## config.mk

```make
export PLATFORM = sky130hd
export DESIGN_NAME = regfile_scoreboard
export DESIGN_NICKNAME = d
export VERILOG_FILES = /design/src/rtl/regfile_scoreboard.sv
export SDC_FILE = /design/constraint.sdc
export NUM_CORES = 2
export LEC_CHECK = 0
export CAP_MARGIN = 20
export CELL_PAD_IN_SITES_DETAIL_PLACEMENT = 0
export CELL_PAD_IN_SITES_GLOBAL_PLACEMENT = 1
export CORE_ASPECT_RATIO = 2
export CORE_MARGIN = 2
export CORE_UTILIZATION = 46
export DETAILED_ROUTE_END_ITERATION = 10
export PLACE_DENSITY = 0.81
export SYNTH_ARGS = -nofsm -noshare
export SYNTH_HDL_FRONTEND = slang
export SYNTH_SLANG_ARGS = --single-unit
```

## constraint.sdc

```tcl
create_clock -name clk -period 1.83 [get_ports clk]
set_input_delay 0.183 -clock clk [delete_from_list [all_inputs] [get_ports clk]]
set_output_delay 0.183 -clock clk [all_outputs]
set_load 0.02 [all_outputs]
```

## src/rtl/regfile_scoreboard.sv

```systemverilog
// Register file with two write-back ports, same-cycle read bypass and a
// per-register pending-load scoreboard for issue-stage hazard detection.
module regfile_scoreboard #(
  parameter int unsigned DATA_W  = 32,
  parameter int unsigned ADDR_W  = 4,
  parameter bit          ZERO_R0 = 1'b1,
  parameter bit          BYPASS  = 1'b1
) (
  input  logic                   clk,
  input  logic                   rst_n,
  input  logic [ADDR_W-1:0]      rd_addr_a,
  output logic [DATA_W-1:0]      rd_data_a,
  output logic                   rd_busy_a,
  input  logic [ADDR_W-1:0]      rd_addr_b,
  output logic [DATA_W-1:0]      rd_data_b,
  output logic                   rd_busy_b,
  input  logic                   wa_en,
  input  logic [ADDR_W-1:0]      wa_addr,
  input  logic [DATA_W-1:0]      wa_data,
  input  logic                   wb_en,
  input  logic [ADDR_W-1:0]      wb_addr,
  input  logic [DATA_W-1:0]      wb_data,
  input  logic                   issue_en,
  input  logic [ADDR_W-1:0]      issue_addr,
  output logic                   issue_stall,
  output logic [2**ADDR_W-1:0]   busy_vec,
  output logic                   err_waw
);

  localparam int unsigned NUM_REGS = 2**ADDR_W;

  logic [DATA_W-1:0]   regs [NUM_REGS];
  logic [NUM_REGS-1:0] set_vec;
  logic [NUM_REGS-1:0] clr_vec;
  logic [NUM_REGS-1:0] busy_next;

  logic wa_zero, wb_zero, issue_zero;
  logic wa_ok, wb_ok, wb_store, issue_ok, waw_hit;

  assign wa_zero    = ZERO_R0 && (wa_addr == '0);
  assign wb_zero    = ZERO_R0 && (wb_addr == '0);
  assign issue_zero = ZERO_R0 && (issue_addr == '0);

  assign wa_ok    = wa_en && !wa_zero;
  assign wb_ok    = wb_en && !wb_zero;
  // Port A wins a same-address collision; port B's data is dropped.
  assign wb_store = wb_ok && !(wa_ok && (wa_addr == wb_addr));

  // ---------------------------------------------------------------------
  // Register array
  // ---------------------------------------------------------------------
  always_ff @(posedge clk or negedge rst_n) begin
    if (!rst_n) begin
      regs <= '{default: '0};
    end else begin
      if (wa_ok)    regs[wa_addr] <= wa_data;
      if (wb_store) regs[wb_addr] <= wb_data;
    end
  end

  // ---------------------------------------------------------------------
  // Read ports
  // ---------------------------------------------------------------------
  always_comb begin
    rd_data_a = '0;
    rd_busy_a = 1'b0;
    if (rst_n && !(ZERO_R0 && (rd_addr_a == '0))) begin
      if (BYPASS && wa_en && (wa_addr == rd_addr_a))
        rd_data_a = wa_data;
      else if (BYPASS && wb_en && (wb_addr == rd_addr_a))
        rd_data_a = wb_data;
      else
        rd_data_a = regs[rd_addr_a];
      rd_busy_a = busy_vec[rd_addr_a] &&
                  !(BYPASS && wb_en && (wb_addr == rd_addr_a));
    end
  end

  always_comb begin
    rd_data_b = '0;
    rd_busy_b = 1'b0;
    if (rst_n && !(ZERO_R0 && (rd_addr_b == '0))) begin
      if (BYPASS && wa_en && (wa_addr == rd_addr_b))
        rd_data_b = wa_data;
      else if (BYPASS && wb_en && (wb_addr == rd_addr_b))
        rd_data_b = wb_data;
      else
        rd_data_b = regs[rd_addr_b];
      rd_busy_b = busy_vec[rd_addr_b] &&
                  !(BYPASS && wb_en && (wb_addr == rd_addr_b));
    end
  end

  // ---------------------------------------------------------------------
  // Scoreboard
  // ---------------------------------------------------------------------
  // A load completing this cycle frees its register for immediate re-issue.
  assign issue_stall = rst_n && issue_en && !issue_zero &&
                       busy_vec[issue_addr] &&
                       !(wb_en && (wb_addr == issue_addr));

  assign issue_ok = issue_en && !issue_stall && !issue_zero;
  assign waw_hit  = wa_en && !wa_zero && busy_vec[wa_addr];

  always_comb begin
    set_vec = '0;
    clr_vec = '0;
    if (issue_ok) set_vec = NUM_REGS'(1) << issue_addr;
    if (wb_en)    clr_vec = NUM_REGS'(1) << wb_addr;
    // Set takes precedence over clear on the same register.
    busy_next = set_vec | (busy_vec & ~clr_vec);
  end

  always_ff @(posedge clk or negedge rst_n) begin
    if (!rst_n) begin
      busy_vec <= '0;
      err_waw  <= 1'b0;
    end else begin
      busy_vec <= busy_next;
      if (waw_hit) err_waw <= 1'b1;
    end
  end

endmodule

```

**Word level (Yosys, flattened, before mapping)**

Index checks and enable logic that the tools add are counted.

- Multiplexer cells: 32
- Bitwise logic cells: 7
- Reductions and logical operators: 37
- Magnitude comparators: 10
- Eq/ne operators: 6
- Shift operators: 2

Operator list:

| kind | number |
|---|---|
| $bwmux 512 | 2 |
| $mux 512 | 2 |
| $mux 32 | 12 |
| $bmux 32 s4 | 2 |
| $demux 32 s4 | 2 |
| $mux 16 | 2 |
| $shl 1x4->16 const A | 2 |
| $eq 4x4->1 | 6 |
| $logic_and 1x1->1 | 22 |
| $ge 5x5->1 const B | 4 |
| $logic_not 4->1 | 5 |
| $lt 4x5->1 const B | 4 |
| $not 4->5 | 4 |
| $and 16x16->16 | 1 |
| $bmux 1 s4 | 4 |
| $not 16->16 | 1 |
| $or 16x16->16 | 1 |
| $logic_not 1->1 | 10 |
| $lt 5x1->1 const B | 2 |
| $mux 1 | 6 |

- Input port bits: 89
- Word-level logic and storage cells: 112
- Flip-flop bits (word level): 529
- Output and inout bits: 84

**Longest topological paths before layout**

- Word-level depth: 10
- Depth in mapped cells: 8
- Depth with buffers taken out: 5

**Least setup slack after synthesis**

OpenSTA, ideal clock, no wires.

- Path kind: input-to-output
- Start: input rd_addr_a[0]
- End: output rd_busy_a
- Path slack: -0.211 ns
- Data required time: 1.647 ns
- Path buffers: 2
- Stages: 5
- Data arrival time: 1.858 ns
- Cell sequence: buf_2 -> buf_2 -> mux4_2 -> mux4_2 -> nor2b_1

- Word-level cells in the longest chain between the ends: 5
- Elaborated cells between the ends (all ways): 10
- Those cells by class: eq/ne (1); mux (3); reduce/logical (6)

RTL lines:

| item | line | text |
|---|---|---|
| start, declared | 11 | `input logic [ADDR_W-1:0] rd_addr_a,` |
| branches (longest 4 deep; another with $bmux 1 s4) | -- |  |
| $mux 1 * | 67 | `if (rst_n && !(ZERO_R0 && (rd_addr_a == '0))) begin` |
| end, declared | 13 | `output logic rd_busy_a,` |

Mark *: on every way between the ends. The select of a mux whose other input is x is not followed.

**Worst setup path after layout**

- Start: register regs[126] in the netlist's numbering
- End: output rd_data_b[30]

- Word-level cells in the longest chain between the ends: 6

RTL lines:

| item | line | text |
|---|---|---|
| start, declared | 32 | `logic [DATA_W-1:0] regs [NUM_REGS];` |
| start signal, assigned by index | 56 | `if (wa_ok) regs[wa_addr] <= wa_data;` |
| start signal, assigned by index | 57 | `if (wb_store) regs[wb_addr] <= wb_data;` |
| $bmux 32 s4 | 88 | `rd_data_b = regs[rd_addr_b];` |
| $mux 32 (implied by the code) (2 in series) | 88 |  |
| $mux 32 | 85 | `else if (BYPASS && wb_en && (wb_addr == rd_addr_b))` |
| $mux 32 | 83 | `if (BYPASS && wa_en && (wa_addr == rd_addr_b))` |
| $mux 32 | 82 | `if (rst_n && !(ZERO_R0 && (rd_addr_b == '0))) begin` |
| end, declared | 15 | `output logic [DATA_W-1:0] rd_data_b,` |

No other way between the ends. The select of a mux whose other input is x is not followed.

==> metrics.txt <==
Max Clock Freq 375 MHz; CTS tree built; Die ar. 81900 um^2; Cell Rows 146; critical path class reg -> out; worst path cell trace mux4_2, mux2i_1, a2111oi_4, a221o_1, buf_6; vias in the first global route 31700; status finished, violations left; Max Cap Viol 0; Routed WL 141000 um; most common cell in the netlist mux2i_1; die height 403 um; final-layout fill cell count 6326; vias 29900; Cells after DPL 4417; RSZ-0062 raised after global routing true; Crit path buffers/inverters 1; setup TNS -44.83 ns; Critical Path End Type primary output; routed len/inst 30.9 um; Max H-tree Level 2; Final ANT Viol Nets 0; CTS Buffer Depth 3; Power Total 43.5 mW; crit path max fanout 3; # IOs 173; FF+latch area 13200 um^2; Finished Core Util 57.7%; peak supply drop 0.734 mV; top cell type's share of synthesized area 36.2%; max-slew violation count 0; count of different cell masters after synthesis 57; Clock Latency Late Sink 0.60 ns; reg2reg path depth 5; Final min period 2.66 ns; final std cells w/o fill 4580; CP max stage cell mux4_2; # clock sinks 529; Pre-antenna DRT Iters 5; Synthesized Nets 3269; first-pass GRT wire length 203000 um; Worst path top cell family by delay multiplexers; TritonCTS Buffers 49; failing checks negative hold slack, negative setup slack; GPL Wtd Cong 0.893; P&R area growth vs syn 24.5%; cell area after synthesis 36600 um^2; asr flop ratio synth 100%; skew final 0.0169 ns; required time worst endpoint 1.65 ns; Setup WS post-layout -0.834 ns; Top FF cell, synth dfrtp_1; CP peak stage delay 0.48 ns; Max transition margin 36.8%; Seq cells post-synth 529; Clock Tree Root clkbuf_16; Power Density 956 nW/um^2; DR DRC count 0; # setup viols final 76; worst min path class in -> async; Final Cell Area 45500 um^2; Initial DRC Count 2809; DP Area 41900 um^2; Worst EP arrival 2.48 ns; pre-CTS setup slack -1.24 ns; Final HPWL DP 91100 um; crit path launch type register; core area 78900 um^2; GR Overflow Total 0; Total Routing Usage GR 33.4%; area of the multi-input gates 21900 um^2; Die Wd 203 um; Seq/Total Area, Yosys 36.2%; Post-synth top cells 550 x mux2i_1, 529 x dfrtp_1, 320 x a21oi_2; cell count after synthesis 3180; syn avg cell area 11.5 um^2; final hold viol count 132; nets 3592; reg2reg setup slack -0.07 ns; EDFF count, synth 0; worst slew pin tran 0.948 ns; drt via density 6.52; Clk pin slew, worst setup/hold paths 0.08 ns; initial antenna violation count 5; Critical R2R Launch busy_vec[3]; Initial Util 46.3%; R2R Path End err_waw; share of cells above drive strength 1 49.7%; Synthesis Warnings 0; Buffers on Ports 172; leak pwr 18.4 nW; pin count of the biggest net entering global routing 153; Synth area leader dfrtp_1; fin crit share 146%; top cells by area, synth dfrtp_1 36%, mux4_2 17%, mux2i_1 15%; Worst Hold Slack -0.151 ns
layout make-up:
| type | instances | area share, % |
|---|---|---|
| Sequential cell | 529 | 29.1 |
| Tap cell | 1036 | 2.85 |
| Multi-Input combinational cell | 2212 | 48.2 |
| Timing Repair Buffer | 711 | 16.3 |
| Clock buffer | 69 | 3.15 |
| Antenna cell | 3 | 0.0165 |
| Clock inverter | 20 | 0.443 |
sequential cells by signal (all words and copies together) (netlist names):
signal	count
err_waw	1
busy_vec	16
regs	512
placed cells by master (no fill, tap or decap), types with 16 or more instances in the layout:
cell type	instances
mux2i_1	530
dfrtp_1	529
buf_4	390
a21oi_2	354
nor2_2	283
mux4_2	272
buf_12	110
nand2_1	109
nor2_1	103
o21ai_1	94
a21oi_1	91
clkdlybuf4s50_1	70
a221o_1	64
and2_1	63
buf_6	62
clkbuf_16	57
o22ai_2	33
buf_2	27
dlygate4sd2_1	23
o21ai_0	20
o22ai_1	18
nor2_4	16
worst max path at each step:
stage	depth (start not counted)	start	to	slack, ns
6_report	5	regs[126]	rd_data_b[30]	-0.83
2_1_floorplan	8	rd_addr_b[2]	rd_data_b[11]	-0.07
5_1_grt	7	regs[318]	rd_data_b[30]	-0.88
3_5_place_dp	8	wa_addr[2]	rd_data_b[2]	-1.24
3_3_place_gp	9	wa_addr[0]	rd_data_b[2]	-1.23
4_1_cts	7	regs[318]	rd_data_b[30]	-0.85
worst register-to-register path, delay by kind of cell (launching register included):
kind | cells | cell delay, ns
AOI/OAI and AO/OA | 1 | 0.22
buffers and inverters | 2 | 0.24
DFF | 1 | 0.42
muxes | 2 | 0.92
per-layer routing:
layer  wire length [um]  global-route usage [%]  share of wire [%]
met1              46800                    36.6                 33
met2              71100                    57.3                 50
met3              10700                    4.99                7.6
met4              12700                    26.3                9.0
met5                 11                       0             0.0078
timing repair:
action	in CTS	in global routing
pin swaps	71	39
gates cloned	4	11
endpoints found under the setup margin	501	213
hold endpoints to repair	132	65
setup buffers	49	23
resized for setup	435	85
power by group:
group          internal (mW)  switching [mW]
combinational           8.43            7.10
clock                   5.90            5.02
sequential              14.6            2.44
total                   28.9            14.6
cells by family (layout without fill, tap and decap cells):
| kind of cell | after synthesis | after routing | share of synthesized area [%] |
|---|---|---|---|
| mux | 822 | 822 | 31.8 |
| compound gates | 728 | 728 | 15.1 |
| simple gates | 638 | 638 | 9.51 |
| flops | 529 | 529 | 36.2 |
| buf+inv | 439 | 800 | 6.73 |
| xor+xnor | 24 | 24 | 0.575 |
| other cells | 0 | 3 | 0 |
No activity file was read; power rests on OpenSTA's default activity.
